[config.mk]
export PLATFORM = sky130hd
export DESIGN_NAME = alu_seq
export DESIGN_NICKNAME = d
export VERILOG_FILES = /design/src/rtl/alu_pkg.sv /design/src/rtl/alu_mul_iter.sv /design/src/rtl/alu_seq.sv
export SDC_FILE = /design/constraint.sdc
export NUM_CORES = 1
export LEC_CHECK = 0
export CAP_MARGIN = 10
export CORE_MARGIN = 1.5
export CORE_UTILIZATION = 50
export CTS_BUF_LIST = sky130_fd_sc_hd__clkbuf_4
export CTS_CLUSTER_SIZE = 10
export DETAILED_ROUTE_END_ITERATION = 16
export PLACE_DENSITY = 0.72
export SETUP_SLACK_MARGIN = 0.2
export SLEW_MARGIN = 20
export SYNTH_ARGS = -nofsm -noshare
export SYNTH_HDL_FRONTEND = slang
export SYNTH_SLANG_ARGS = --single-unit
[constraint.sdc]
create_clock -name clk -period 3.1 [get_ports clk]
set_clock_uncertainty 0.1 [all_clocks]
set_input_delay 0.62 -clock clk [delete_from_list [all_inputs] [get_ports clk]]
set_output_delay 0.62 -clock clk [all_outputs]
set_load 0.01 [all_outputs]
[src/rtl/alu_pkg.sv]
// Shared opcode encoding and FSM state type for the sequential ALU.
package alu_pkg;
  localparam logic [3:0] OP_ZERO = 4'h0;
  localparam logic [3:0] OP_ADD  = 4'h1;
  localparam logic [3:0] OP_SUB  = 4'h2;
  localparam logic [3:0] OP_AND  = 4'h3;
  localparam logic [3:0] OP_OR   = 4'h4;
  localparam logic [3:0] OP_NOTA = 4'h5;
  localparam logic [3:0] OP_NOTB = 4'h6;
  localparam logic [3:0] OP_XOR  = 4'h7;
  localparam logic [3:0] OP_NOR  = 4'h8;
  localparam logic [3:0] OP_XNOR = 4'h9;
  localparam logic [3:0] OP_MAX  = 4'hA;
  localparam logic [3:0] OP_SHL  = 4'hB;
  localparam logic [3:0] OP_SHR  = 4'hC;
  localparam logic [3:0] OP_MUL  = 4'hD;
  localparam logic [3:0] OP_ACC  = 4'hE;
  localparam logic [3:0] OP_ACLR = 4'hF;

  typedef enum logic [1:0] {S_IDLE, S_MUL, S_HOLD} alu_state_t;
endpackage

[src/rtl/alu_mul_iter.sv]
// Iterative unsigned shift-add multiplier: WIDTH steps after start, then a one-cycle done pulse.
// No backpressure; start restarts it, rst aborts it.
module alu_mul_iter #(
  parameter int WIDTH = 8
) (
  input  logic                 clk,
  input  logic                 rst,
  input  logic                 start,
  input  logic [WIDTH-1:0]     a,
  input  logic [WIDTH-1:0]     b,
  output logic                 done,
  output logic [2*WIDTH-1:0]   product
);
  localparam int CW = $clog2(WIDTH + 1);

  logic [2*WIDTH-1:0] r_mcand;
  logic [WIDTH-1:0]   r_mplier;
  logic [2*WIDTH-1:0] r_prod;
  logic [CW-1:0]      r_cnt;
  logic               r_busy;
  logic               r_done;

  always_ff @(posedge clk) begin
    if (rst) begin
      r_mcand  <= '0;
      r_mplier <= '0;
      r_prod   <= '0;
      r_cnt    <= '0;
      r_busy   <= 1'b0;
      r_done   <= 1'b0;
    end else begin
      r_done <= 1'b0;
      if (start) begin
        r_mcand  <= {{WIDTH{1'b0}}, a};
        r_mplier <= b;
        r_prod   <= '0;
        r_cnt    <= '0;
        r_busy   <= 1'b1;
      end else if (r_busy) begin
        if (r_mplier[0]) r_prod <= r_prod + r_mcand;
        r_mcand  <= r_mcand << 1;
        r_mplier <= r_mplier >> 1;
        r_cnt    <= r_cnt + 1'b1;
        // done rises with the final partial product already in r_prod
        if (r_cnt == CW'(WIDTH - 1)) begin
          r_busy <= 1'b0;
          r_done <= 1'b1;
        end
      end
    end
  end

  assign done    = r_done;
  assign product = r_prod;
endmodule

[src/rtl/alu_seq.sv]
// Handshaked ALU with accumulator and registered result/zero flag; 1-cycle latency, WIDTH+1 for MUL.
// Result is held while out_ready is low; in_ready follows out_ready in HOLD, so nothing is overwritten.
module alu_seq import alu_pkg::*; #(
  parameter int WIDTH = 8
) (
  input  logic             clk,
  input  logic             rst,
  input  logic [WIDTH-1:0] a,
  input  logic [WIDTH-1:0] b,
  input  logic [3:0]       op,
  input  logic             in_valid,
  output logic             in_ready,
  output logic [WIDTH:0]   alu_out,
  output logic             zero,
  output logic             out_valid,
  input  logic             out_ready
);
  alu_state_t         r_state, w_state_nxt;
  logic               w_in_rdy, w_out_vld, w_accept;
  logic               w_load_alu, w_load_mul, w_mul_start;
  logic               w_mul_done;
  logic [2*WIDTH-1:0] w_prod;
  logic [WIDTH:0]     w_res, w_mul_res, w_acc_sum;
  logic [WIDTH:0]     r_out;
  logic               r_zero;
  logic [WIDTH-1:0]   r_acc;

  alu_mul_iter #(.WIDTH(WIDTH)) u_mul (
    .clk     (clk),
    .rst     (rst),
    .start   (w_mul_start),
    .a       (a),
    .b       (b),
    .done    (w_mul_done),
    .product (w_prod)
  );

  always_ff @(posedge clk) begin
    if (rst) r_state <= S_IDLE;
    else     r_state <= w_state_nxt;
  end

  always_comb begin
    w_state_nxt = r_state;
    w_in_rdy    = 1'b0;
    w_out_vld   = 1'b0;
    w_load_mul  = 1'b0;
    w_load_alu  = 1'b0;
    w_mul_start = 1'b0;
    case (r_state)
      S_IDLE: w_in_rdy = 1'b1;
      S_MUL: begin
        if (w_mul_done) begin
          w_load_mul  = 1'b1;
          w_state_nxt = S_HOLD;
        end
      end
      S_HOLD: begin
        w_out_vld = 1'b1;
        w_in_rdy  = out_ready;
        if (out_ready) w_state_nxt = S_IDLE;
      end
      default: w_state_nxt = S_IDLE;
    endcase
    // an accept in HOLD overrides the retire-to-IDLE above
    w_accept = in_valid & w_in_rdy;
    if (w_accept) begin
      if (op == OP_MUL) begin
        w_mul_start = 1'b1;
        w_state_nxt = S_MUL;
      end else begin
        w_load_alu  = 1'b1;
        w_state_nxt = S_HOLD;
      end
    end
  end

  assign w_acc_sum = {1'b0, r_acc} + {1'b0, a};
  assign w_mul_res = {|w_prod[2*WIDTH-1:WIDTH], w_prod[WIDTH-1:0]};

  always_comb begin
    w_res = '0;
    case (op)
      OP_ADD:  w_res = {1'b0, a} + {1'b0, b};
      OP_SUB:  w_res = {1'b0, a} - {1'b0, b};
      OP_AND:  w_res = {1'b0, a & b};
      OP_OR:   w_res = {1'b0, a | b};
      OP_NOTA: w_res = {1'b0, ~a};
      OP_NOTB: w_res = {1'b0, ~b};
      OP_XOR:  w_res = {1'b0, a ^ b};
      OP_NOR:  w_res = {1'b0, ~(a | b)};
      OP_XNOR: w_res = {1'b0, ~(a ^ b)};
      OP_MAX:  w_res = (a > b) ? {1'b0, a} : {1'b0, b};
      OP_SHL:  w_res = {a, 1'b0};
      OP_SHR:  w_res = {a[0], 1'b0, a[WIDTH-1:1]};
      OP_ACC:  w_res = w_acc_sum;
      default: w_res = '0;
    endcase
  end

  always_ff @(posedge clk) begin
    if (rst) begin
      r_out  <= '0;
      r_zero <= 1'b0;
      r_acc  <= '0;
    end else if (w_load_alu) begin
      r_out  <= w_res;
      r_zero <= (w_res[WIDTH-1:0] == '0);
      if (op == OP_ACC)       r_acc <= w_acc_sum[WIDTH-1:0];
      else if (op == OP_ACLR) r_acc <= '0;
    end else if (w_load_mul) begin
      r_out  <= w_mul_res;
      r_zero <= (w_mul_res[WIDTH-1:0] == '0);
    end
  end

  assign in_ready  = w_in_rdy;
  assign out_valid = w_out_vld;
  assign alu_out   = r_out;
  assign zero      = r_zero;
endmodule

==> metrics.txt <==
Sink Count 66; fin crit share 0.950; setup repair after global routing missed its margin true; Cell Area, Synth 5530 µm²; fillcell total 899; Post-synth ARST share 0; io pins 36; PortBufs 35; LEAKAGE 3.13 nW; most frequent cells in the layout buf_4 (153), nor2_1 (82), dfxtp_1 (64), nand2_1 (61), a21oi_1 (57); depth of the CTS H-tree 3; Syn Area/Cell 7.75 µm²; final non-filler cell total 1,024; clk buf depth 2; die span in y 108 µm; met2 routed WL 9440 µm; mux contribution to synthesized area 0.0751; Hold Buf Count CTS 0; Reg power frac 0.413; internal power 0.00141 W; DR top layer met4; vias 6,247; WL met1 8430 µm; Layout Nets 955; Vias/cell 6.10; CP max-delay cell or4_4; Ant. Diodes 0; die area 11,700 µm²; Rows 38; Total Routing Usage GR 0.345; DR pass1 iterations 6; total grt overflow 0; CTS tree done; initial antenna violation count 0; Post-Synth Adder-Cell Area 0.123; simple logic cell fraction of the synthesized area 0.215; sequential area share after synthesis 0.239; Critical Path End Type flip-flop; total CTS buffers 9; Rel. slew slack 0.508; RePlAce Congestion 0.944; Psw 0.000727 W; largest net degree at the start of global routing 39; VDD IR max 0.000253 V; post-synthesis xor/xnor area fraction 0.0317; Root Driver clkbuf_4; fmax 340 MHz; WL met3 1290 µm; Yosys reg bits 66; slowest stage delay, CP 540 ps; Detailed Place HPWL 15,500 µm; # DRC 0; Synth Instances 714; CP Launch Type primary input; crit path DAT 3200 ps; routed wire length 19,700 µm; clk_lat worst skew 420 ps; yosys warns 0; number of flops mapped to enable cells by yosys 0; Yosys cell types 69; worst setup path class primary input to flip-flop; complex-gate fraction of the synthesized area 0.258; final hold slack 367 ps; Final Max Slew Viols 0; required time worst endpoint 3360 ps; Reg clk slew, reported paths 110 ps; Area Growth Syn to Fin 34.2%; Setup WS pre-CTS -616 ps; status completed; maxcap violations 0; clock group share of total power 0.238; CP max FO 8; HP Class flip-flop to flip-flop; global-route wire length before repair 31,300 µm; ys flop type dfxtp_1; Least-Margin Pin Slew 737 ps; Final Hold Fails 0; Setup violations, final 0; largest family of logic cells by synthesized area compound AO/OA/AOI/OAI gates; DRT iter0 DRCs 470; placed cells 1,004; Core Area 10,800 µm²; die width 108 µm; crit-path cells buf_8, inv_6, ha_4, o21ba_4, or4_4, a31oi_1, o22a_2, mux2i_1, o2111ai_2, nor4_2, a31o_1; utilization after layout 0.688; Net Count, Synth 790; number of global-route vias before repair 6,039; Comb power frac 0.350; Antenna Nets Post-Route 0; switching share of power 0.340; Starting Density 0.513; power per standard cell area 288 nW/µm²; Final WS setup 155 ps; Setup Total Neg Slack 0 ps; commonest non-fill, non-tap cell in the layout buf_4; Min Clock Period, post-route 2940 ps; layout cells sized above 1 0.269; Routed wire per std cell 19.2 µm
-- routing by layer --
layer  vias to the layer above  track usage
li1                       2964            -
met4                         0        0.119
met5                         -            0
met2                       297        0.586
met1                      2942        0.446
met3                        44       0.0482
-- path summary, 6_finish.rpt --
check	from	endpoint	slack [ps]	cells after the start
max	b[1]	zero	160	11
min	r_acc[0]	r_acc[0]	370	2
max reg2reg	u_mul.product[3]	u_mul.product[15]	320	9
min reg2reg	r_acc[0]	r_acc[0]	370	2
-- critical path: cells and delay by family --
family | cells | cell delay (ps)
AO/OA/AOI/OAI | 5 | 1110
AND/OR/NAND/NOR | 2 | 860
multiplexers | 1 | 260
adder cells (fa/ha/maj) | 1 | 200
buffers and inverters | 2 | 150
-- power groups by stage --
stage | clock [W] | sequential, W | combinational, W
floorplan | 0 | 0.000900 | 0.000331
global placement | 0 | 0.000900 | 0.000686
detailed placement | 0 | 0.000900 | 0.000688
CTS | 0.000517 | 0.000881 | 0.000726
global route | 0.000545 | 0.000884 | 0.000798
finish | 0.000508 | 0.000882 | 0.000748
-- through the flow --
step | instance area [µm²] | power (W)
after floorplan | 5550 | 0.00123
after global placement | 7080 | 0.00159
after detailed placement | 7080 | 0.00159
after CTS | 7340 | 0.00212
after global routing | 7420 | 0.00223
final | 7420 | 0.00214
-- sequential cells by signal, indices dropped and copies added, names as in the netlist --
name	count
u_mul.product	16
u_mul.r_mcand	16
alu_out	9
r_acc	8
u_mul.r_mplier	8
u_mul.r_cnt	4
r_state	2
u_mul.done	1
u_mul.r_busy	1
zero	1
-- logic make-up after synthesis --
kind of cell               Yosys count
muxes                               41
DFF                                 66
and+or+nand+nor                    247
AOI/OAI and AO/OA                  212
xor gates and xnor gates            20
buffers and inverters               76
adders and majority gates           52
-- cell type report --
cell class / count / area [µm²] / area share
well taps: 140 / 175 / 0.0236
inverters: 36 / 143 / 0.0192
repair buffers: 194 / 1590 / 0.214
flip-flops and latches: 66 / 1320 / 0.178
multi-input cells: 572 / 4080 / 0.549
clock inverters: 5 / 31.3 / 0.00421
clock buffers: 11 / 82.6 / 0.0111
-- synth_stat cells, types with 9 or more instances --
master    count  area (µm²)
o21ai_0      24         120
o22ai_1      14        87.6
nor3_1       21         105
nand2b_1     10        62.6
buf_2         9        45.0
dfxtp_1      66        1320
nor2b_1      11        68.8
inv_1        35         131
a21oi_1      61         305
xnor2_1      14         123
nor4_1        9        56.3
a211oi_1     30         225
mux2i_1      37         370
ha_1         48         601
clkbuf_1     18        67.6
a22oi_1       9        67.6
nand2_1      61         229
and3_1       12        75.1
nor2_1       82         308
o21a_1        9        67.6
-- what timing repair did --
action / 4_1_cts / 5_1_grt
buffers inserted: 2 / 2
cloned: 0 / 0
pin swaps: 7 / 13
setup endpoints to repair: 12 / 11
gates resized for setup: 51 / 40
Power figures use the tool's default switching activity.
